==> src/rtl/robot_cmd_pkg.sv <==
// Shared types for the handset-to-robot command link: motion encodings,
// receiver FSM states and the nominal baud divider.
package robot_cmd_pkg;

    typedef enum logic [2:0] {
        DIR_STOP  = 3'd0,
        DIR_FWD   = 3'd1,
        DIR_LEFT  = 3'd3,
        DIR_HALT  = 3'd4,
        DIR_RIGHT = 3'd5,
        DIR_BACK  = 3'd7
    } dir_t;

    typedef logic [1:0] mode_t;

    typedef enum logic [2:0] {
        RX_IDLE,
        RX_START,
        RX_DATA,
        RX_STOP,
        RX_BREAK
    } rx_state_t;

    localparam int BAUD_DIV_50M_9600 = 5208;

    function automatic logic maj3(input logic a, input logic b, input logic c);
        return (a & b) | (a & c) | (b & c);
    endfunction

endpackage

==> src/rtl/uart_rx_frame.sv <==
// 8N1 frame receiver: 2-FF synchroniser, start/data/stop sampling FSM.
// UART_MAJORITY_SAMPLE_EN selects a 2-of-3 vote around every sample point.
module uart_rx_frame
    import robot_cmd_pkg::*;
#(
    parameter int CLKS_PER_BIT = BAUD_DIV_50M_9600
) (
    input  logic       clk,
    input  logic       rst_n,
    input  logic       rx,
    output logic [7:0] data,
    output logic       good,
    output logic       frame_err
);

    localparam int CW = $clog2(CLKS_PER_BIT + 1);
`ifdef UART_MAJORITY_SAMPLE_EN
    localparam int OFS = 1;
`else
    localparam int OFS = 0;
`endif
    // With voting the decision lands one cycle after the nominal point, so the
    // counter restarts at OFS to keep the bit period at exactly CLKS_PER_BIT.
    localparam logic [CW-1:0] START_PT = CW'(CLKS_PER_BIT / 2 + OFS);
    localparam logic [CW-1:0] BIT_PT   = CW'(CLKS_PER_BIT - 1 + OFS);
    localparam logic [CW-1:0] RELOAD   = CW'(OFS);

    logic [1:0]    sync_q;
    logic          rx_s;
    logic          bit_val;
    rx_state_t     state;
    logic [CW-1:0] cnt;
    logic [2:0]    bit_idx;
    logic [7:0]    shift;

    assign rx_s = sync_q[1];

    always_ff @(posedge clk or negedge rst_n) begin
        if (!rst_n) sync_q <= 2'b11;
        else        sync_q <= {sync_q[0], rx};
    end

`ifdef UART_MAJORITY_SAMPLE_EN
    logic [1:0] hist;

    always_ff @(posedge clk or negedge rst_n) begin
        if (!rst_n) hist <= 2'b11;
        else        hist <= {hist[0], rx_s};
    end

    assign bit_val = maj3(hist[1], hist[0], rx_s);
`else
    assign bit_val = rx_s;
`endif

    always_ff @(posedge clk or negedge rst_n) begin
        if (!rst_n) begin
            state     <= RX_IDLE;
            cnt       <= '0;
            bit_idx   <= '0;
            shift     <= '0;
            data      <= '0;
            good      <= 1'b0;
            frame_err <= 1'b0;
        end else begin
            good      <= 1'b0;
            frame_err <= 1'b0;
            case (state)
                RX_IDLE: begin
                    // The detection cycle itself is count 0.
                    if (!rx_s) begin
                        state <= RX_START;
                        cnt   <= CW'(1);
                    end
                end
                RX_START: begin
                    if (cnt == START_PT) begin
                        if (bit_val) begin
                            state <= RX_IDLE;
                        end else begin
                            state   <= RX_DATA;
                            cnt     <= RELOAD;
                            bit_idx <= '0;
                        end
                    end else begin
                        cnt <= cnt + 1'b1;
                    end
                end
                RX_DATA: begin
                    if (cnt == BIT_PT) begin
                        shift <= {bit_val, shift[7:1]};
                        cnt   <= RELOAD;
                        if (bit_idx == 3'd7) state <= RX_STOP;
                        else                 bit_idx <= bit_idx + 1'b1;
                    end else begin
                        cnt <= cnt + 1'b1;
                    end
                end
                RX_STOP: begin
                    if (cnt == BIT_PT) begin
                        cnt <= '0;
                        if (bit_val) begin
                            data  <= shift;
                            good  <= 1'b1;
                            state <= RX_IDLE;
                        end else begin
                            frame_err <= 1'b1;
                            state     <= RX_BREAK;
                        end
                    end else begin
                        cnt <= cnt + 1'b1;
                    end
                end
                RX_BREAK: begin
                    if (rx_s) state <= RX_IDLE;
                end
                default: state <= RX_IDLE;
            endcase
        end
    end

endmodule

==> src/rtl/uart_cmd_rx.sv <==
// Robot-side command receiver: byte handshake register, command decode and
// link watchdog on top of the uart_rx_frame deserialiser.
module uart_cmd_rx
    import robot_cmd_pkg::*;
#(
    parameter int CLKS_PER_BIT = BAUD_DIV_50M_9600,
    parameter int TIMEOUT_CLKS = 5_000_000
) (
    input  logic       clk,
    input  logic       rst_n,
    input  logic       rx,
    output logic       valid,
    input  logic       ready,
    output logic [7:0] data_received,
    output logic [1:0] cmd_mode,
    output logic [2:0] cmd_dir,
    output logic       cmd_active,
    output logic       frame_err,
    output logic       fmt_err,
    output logic       overrun,
    output logic       timeout
);

    localparam int WD_W = (TIMEOUT_CLKS > 1) ? $clog2(TIMEOUT_CLKS) : 1;

    logic [7:0]      rx_byte;
    logic            rx_good;
    logic            rx_frame_err;
    logic            cmd_ok;
    mode_t           dec_mode;
    logic [2:0]      dec_dir;
    logic [WD_W-1:0] wd_cnt;
    logic            wd_armed;

    uart_rx_frame #(
        .CLKS_PER_BIT(CLKS_PER_BIT)
    ) u_frame (
        .clk      (clk),
        .rst_n    (rst_n),
        .rx       (rx),
        .data     (rx_byte),
        .good     (rx_good),
        .frame_err(rx_frame_err)
    );

    assign cmd_ok   = rx_good && (rx_byte[2:0] == 3'b000);
    assign dec_mode = rx_byte[7:6];
    assign dec_dir  = rx_byte[5:3];

    // Handshake: a byte is transferred on every cycle where valid & ready are
    // both high; valid then drops unless a new byte lands in that same cycle.
    // A new byte arriving while the previous one is unaccepted replaces it.
    always_ff @(posedge clk or negedge rst_n) begin
        if (!rst_n) begin
            valid         <= 1'b0;
            data_received <= '0;
            cmd_mode      <= '0;
            cmd_dir       <= '0;
            cmd_active    <= 1'b0;
            frame_err     <= 1'b0;
            fmt_err       <= 1'b0;
            overrun       <= 1'b0;
            timeout       <= 1'b0;
            wd_cnt        <= '0;
            wd_armed      <= 1'b0;
        end else begin
            frame_err <= rx_frame_err;
            fmt_err   <= rx_good && (rx_byte[2:0] != 3'b000);
            overrun   <= rx_good && valid && !ready;
            timeout   <= 1'b0;

            if (rx_good) begin
                data_received <= rx_byte;
                valid         <= 1'b1;
            end else if (valid && ready) begin
                valid <= 1'b0;
            end

            // A fresh command outranks an expiry landing in the same cycle.
            if (cmd_ok) begin
                cmd_mode   <= dec_mode;
                cmd_dir    <= dec_dir;
                cmd_active <= 1'b1;
                wd_cnt     <= '0;
                wd_armed   <= 1'b1;
            end else if (wd_armed) begin
                if (wd_cnt == WD_W'(TIMEOUT_CLKS - 1)) begin
                    cmd_mode   <= '0;
                    cmd_dir    <= DIR_STOP;
                    cmd_active <= 1'b0;
                    timeout    <= 1'b1;
                    wd_armed   <= 1'b0;
                    wd_cnt     <= '0;
                end else begin
                    wd_cnt <= wd_cnt + 1'b1;
                end
            end
        end
    end

endmodule

==> config.mk <==
export PLATFORM = sky130hd
export DESIGN_NAME = uart_cmd_rx
export DESIGN_NICKNAME = d
export VERILOG_FILES = /design/src/rtl/robot_cmd_pkg.sv /design/src/rtl/uart_rx_frame.sv /design/src/rtl/uart_cmd_rx.sv
export SDC_FILE = /design/constraint.sdc
export NUM_CORES = 1
export LEC_CHECK = 0
export CAP_MARGIN = 20
export CORE_ASPECT_RATIO = 0.9
export CORE_MARGIN = 10
export CORE_UTILIZATION = 55
export CTS_CLUSTER_DIAMETER = 100
export DETAILED_ROUTE_END_ITERATION = 10
export HOLD_SLACK_MARGIN = 0.1
export PLACE_DENSITY = 0.73
export SLEW_MARGIN = 5
export SYNTH_ARGS = -nofsm -noshare
export SYNTH_HDL_FRONTEND = slang
export SYNTH_SLANG_ARGS = --single-unit
export TNS_END_PERCENT = 50
==> constraint.sdc <==
create_clock -name clk -period 4.1 [get_ports clk]
set_input_delay 0.82 -clock clk [delete_from_list [all_inputs] [get_ports clk]]
set_output_delay 0.82 -clock clk [all_outputs]
set_load 0.02 [all_outputs]
==> flow_summary.html <==
<table>
<tr><th>Metric</th><th>Value</th></tr>
<tr><th colspan="2">Global route</th></tr>
<tr><td>Antenna violations before repair</td><td>0</td></tr>
<tr><td>Global route total overflow</td><td>0</td></tr>
<tr><td>Maximum number of pins on one net before global-route repair</td><td>83</td></tr>
<tr><td>Via count of the first global-routing pass</td><td>2915</td></tr>
<tr><td>All-Layer GR Usage</td><td>0.147</td></tr>
<tr><td>First-pass GRT wire length</td><td>13900 um</td></tr>
<tr><th colspan="2">Die</th></tr>
<tr><td>Site row count</td><td>29</td></tr>
<tr><td>Horiz. Die Dim</td><td>111 um</td></tr>
<tr><td>Die H</td><td>102 um</td></tr>
<tr><td>Initial core utilization</td><td>0.572</td></tr>
<tr><td>Number of I/O pins</td><td>23</td></tr>
<tr><td>Placeable core region</td><td>7110 um2</td></tr>
<tr><td>Overall die area</td><td>11200 um2</td></tr>
<tr><th colspan="2">Logic synthesis</th></tr>
<tr><td>Total of warnings raised by yosys</td><td>0</td></tr>
<tr><td>Average size of a mapped cell</td><td>11.1 um2</td></tr>
<tr><td>Count of flip-flops with a built-in enable after synthesis</td><td>0</td></tr>
<tr><td>Cells taking the most area after synthesis</td><td>sky130_fd_sc_hd__dfrtp_1 49%, sky130_fd_sc_hd__mux2_2 6.6%, sky130_fd_sc_hd__nor4b_1 3.0%</td></tr>
<tr><td>Cells after synthesis</td><td>368</td></tr>
<tr><td>Most used flip-flop cell after synthesis</td><td>sky130_fd_sc_hd__dfrtp_1</td></tr>
<tr><td>Post-synth net total</td><td>377</td></tr>
<tr><td>Ys async rst share</td><td>1.00</td></tr>
<tr><td>Post-synthesis instance area</td><td>4070 um2</td></tr>
<tr><td>Most frequent cells after synthesis</td><td>80 x sky130_fd_sc_hd__dfrtp_1, 29 x sky130_fd_sc_hd__nand2_1, 24 x sky130_fd_sc_hd__mux2_2, 22 x sky130_fd_sc_hd__o21ai_0, 16 x sky130_fd_sc_hd__nor2_1</td></tr>
<tr><td>Yosys top cell area share</td><td>0.492</td></tr>
<tr><td>Number of register bits inferred by synthesis</td><td>82</td></tr>
<tr><td>Cell taking the most area after synthesis</td><td>sky130_fd_sc_hd__dfrtp_1</td></tr>
<tr><td>Part of the Yosys area used for sequential elements</td><td>0.505</td></tr>
<tr><td>Number of distinct library cell variants in the gate-level netlist after synthesis</td><td>60</td></tr>
<tr><td>Most numerous cell in the Yosys netlist</td><td>sky130_fd_sc_hd__dfrtp_1</td></tr>
<tr><th colspan="2">Routing</th></tr>
<tr><td>Mean routed wirelength per cell</td><td>16.9 um</td></tr>
<tr><td>Antenna Nets Post-Route</td><td>0</td></tr>
<tr><td>Via count</td><td>2936</td></tr>
<tr><td>DR vias/cell</td><td>6.07</td></tr>
<tr><td>Total length of routed wires</td><td>8200 um</td></tr>
<tr><td>DRT Pass-1 Iters</td><td>5</td></tr>
<tr><td>1st-iter DRT viols</td><td>163</td></tr>
<tr><td>DR DRC count</td><td>0</td></tr>
<tr><th colspan="2">STA</th></tr>
<tr><td>Max-slew violation total from the final report</td><td>0</td></tr>
<tr><td>Transition at the pin with the smallest max-transition slack</td><td>1.01 ns</td></tr>
<tr><td>Time the worst path needs with I/O delays and setup</td><td>2.28 ns</td></tr>
<tr><td>Clock tree skew after final layout</td><td>0.0136 ns</td></tr>
<tr><td>Final setup violation count</td><td>0</td></tr>
<tr><td>Maximum clock frequency</td><td>438 MHz</td></tr>
<tr><td>Slew headroom</td><td>0.325</td></tr>
<tr><td>Worst hold slack</td><td>0.362 ns</td></tr>
<tr><td>Share of the cycle needed by the critical path after routing</td><td>0.557</td></tr>
<tr><td>Final-layout setup total negative slack</td><td>0 ns</td></tr>
<tr><td>Final WS setup</td><td>1.82 ns</td></tr>
<tr><td>RSZ-0062 raised after global routing</td><td>false</td></tr>
<tr><td>Total count of hold-check failures in the final report</td><td>0</td></tr>
<tr><th colspan="2">Pwr</th></tr>
<tr><td>Sw power</td><td>352 uW</td></tr>
<tr><td>Proportion of power drawn by the clock network</td><td>0.408</td></tr>
<tr><td>Comb power frac</td><td>0.014</td></tr>
<tr><td>Worst vdd ir</td><td>0.000222 V</td></tr>
<tr><td>Cell leakage power</td><td>2.07 nW</td></tr>
<tr><td>Power per cell area</td><td>310 nW/um2</td></tr>
<tr><td>P_int</td><td>1.05 mW</td></tr>
<tr><td>Sw frac</td><td>0.251</td></tr>
<tr><td>Portion of total power attributed to sequential cells</td><td>0.578</td></tr>
<tr><td>Overall power consumption</td><td>1.40 mW</td></tr>
<tr><th colspan="2">Clock tree</th></tr>
<tr><td>Resized cells post-CTS</td><td>0</td></tr>
<tr><td>CTS tree</td><td>yes</td></tr>
<tr><td>H-tree Lvls</td><td>3</td></tr>
<tr><td>Worst-path clk slew</td><td>0.10 ns</td></tr>
<tr><td>Clk sinks</td><td>82</td></tr>
<tr><td>Clk Tree Root Cell</td><td>sky130_fd_sc_hd__clkbuf_8</td></tr>
<tr><td>Post-CTS Hold Buffers</td><td>0</td></tr>
<tr><td>Worst skew pair latency</td><td>0.36 ns</td></tr>
<tr><td>Post-CTS Setup Bufs</td><td>0</td></tr>
<tr><td>TritonCTS Buffers</td><td>9</td></tr>
<tr><td>Deepest clock path buffer count</td><td>2</td></tr>
<tr><th colspan="2">Final layout</th></tr>
<tr><td>Count of filler cells inserted in the layout</td><td>570</td></tr>
<tr><td>Area growth, synth to finish</td><td>11.2%</td></tr>
<tr><td>Layout net count</td><td>395</td></tr>
<tr><td>Fraction of layout cells with a size suffix above 1</td><td>0.192</td></tr>
<tr><td>Antenna cell count</td><td>0</td></tr>
<tr><td>Final Cell Area</td><td>4520 um2</td></tr>
<tr><th colspan="2">Place</th></tr>
<tr><td>Half-perimeter wire length of the detailed placement result</td><td>5540 um</td></tr>
<tr><td>Port Buffers</td><td>22</td></tr>
<tr><td>Routability Congestion</td><td>0.893</td></tr>
<tr><td>Setup Slack @ Placement</td><td>1.84 ns</td></tr>
<tr><td>Placement-stage cell area</td><td>4330 um2</td></tr>
<tr><th colspan="2">Worst hold path</th></tr>
<tr><td>Worst min path class</td><td>flip-flop to flip-flop</td></tr>
<tr><th colspan="2">Run status</th></tr>
<tr><td>Status</td><td>completed</td></tr>
<tr><th colspan="2">Worst setup path</th></tr>
<tr><td>Worst-path fanout max</td><td>24</td></tr>
<tr><td>Setup Crit Path Kind</td><td>flip-flop to flip-flop</td></tr>
<tr><td>Worst setup EP type</td><td>flip-flop</td></tr>
<tr><td>Launching element type of the critical path</td><td>flip-flop</td></tr>
<tr><td>Worst EP required</td><td>4.37 ns</td></tr>
<tr><td>Flop2flop setup slack</td><td>1.82 ns</td></tr>
<tr><td>Arr. time, crit path</td><td>2.55 ns</td></tr>
<tr><th colspan="2">Run</th></tr>
<tr><td>Number of violations of the max-capacitance limit</td><td>0</td></tr>
</table>
==> cell families (layout without fill, tap and decap cells) <==
logic type / after synthesis / after routing / share of synthesized area
adders and majority gates: 5 / 5 / 0.0154
AOI/OAI and AO/OA: 80 / 80 / 0.141
DFF: 82 / 82 / 0.505
and+or+nand+nor: 144 / 144 / 0.225
muxes: 28 / 28 / 0.0766
buffers and inverters: 24 / 47 / 0.0268
xor gates and xnor gates: 5 / 5 / 0.0108
==> power by group through the flow <==
stage / clock network (mW) / registers, mW / logic, mW
after floorplan: 0 / 0.827 / 0.00199
after global placement: 0 / 0.827 / 0.0209
final: 0.573 / 0.811 / 0.0197
after detailed placement: 0 / 0.827 / 0.0210
after CTS: 0.590 / 0.811 / 0.0211
after global routing: 0.627 / 0.811 / 0.0231
==> state kept, by name, indices dropped and copies added (netlist names) <==
name               flops
u_frame.frame_err      1
timeout                1
fmt_err                1
cmd_active             1
wd_cnt                23
u_frame.shift          8
u_frame.bit_idx        3
u_frame.sync_q         2
overrun                1
u_frame.data           8
frame_err              1
cmd_mode               2
u_frame.cnt           13
data_received          8
cmd_dir                3
wd_armed               1
u_frame.state          3
valid                  1
u_frame.good           1
==> through the flow <==
stage / utilization / instances
floorplan: - / 368
detailed placement: 0.609 / 468
finish: 0.636 / 484
global route: 0.636 / 484
CTS: 0.636 / 484
global placement: 0.609 / 468
==> metal layers <==
metal,vias to the layer above,routed length [um],GRT usage
met5,-,0,0
met4,0,78,0.0540
met3,6,338,0.0343
met2,63,4010,0.235
met1,1458,3770,0.190
li1,1409,-,-
==> critical path, cell delays in order, from the launching register on <==
cell and delay [ns]:
sky130_fd_sc_hd__dfrtp_1 0.41, sky130_fd_sc_hd__inv_1 0.09, sky130_fd_sc_hd__ha_1 0.20, sky130_fd_sc_hd__nand4bb_1 0.16, sky130_fd_sc_hd__o41ai_4 0.12, sky130_fd_sc_hd__a21oi_2 0.76
sky130_fd_sc_hd__o21ai_0 0.21, sky130_fd_sc_hd__a31oi_1 0.22
==> cell usage in the layout, fill, tap and decap left out, types with 9 or more instances in the layout <==
cell	n
sky130_fd_sc_hd__a21oi_1	10
sky130_fd_sc_hd__a31o_2	13
sky130_fd_sc_hd__and3_1	11
sky130_fd_sc_hd__clkbuf_8	9
sky130_fd_sc_hd__clkdlybuf4s50_1	21
sky130_fd_sc_hd__dfrtp_1	80
sky130_fd_sc_hd__mux2_2	24
sky130_fd_sc_hd__nand2_1	29
sky130_fd_sc_hd__nand3_1	12
sky130_fd_sc_hd__nor2_1	16
sky130_fd_sc_hd__nor4b_1	14
sky130_fd_sc_hd__o21ai_0	22
==> final cells by class <==
class / count / area, um2 / share of cell area
multi-input cells: 262 / 1900 / 0.421
well taps: 93 / 116 / 0.0257
inverters: 8 / 30.0 / 0.00664
clock inverters: 7 / 67.6 / 0.0149
flip-flops and latches: 82 / 2050 / 0.454
repair buffers: 23 / 225 / 0.0498
clock buffers: 9 / 124 / 0.0274
==> final timing paths <==
check,start,end,cells after the start
min in group asynchronous,rst_n,wd_cnt[4],1
worst min register to register,u_frame.sync_q[0],u_frame.sync_q[1],0
worst max-delay path,u_frame.cnt[0],u_frame.cnt[11],7
worst min-delay path,u_frame.sync_q[0],u_frame.sync_q[1],0
max in group asynchronous,rst_n,u_frame.cnt[6],1
worst max register to register,u_frame.cnt[0],u_frame.cnt[11],7
(Power assumes the default switching activity.)
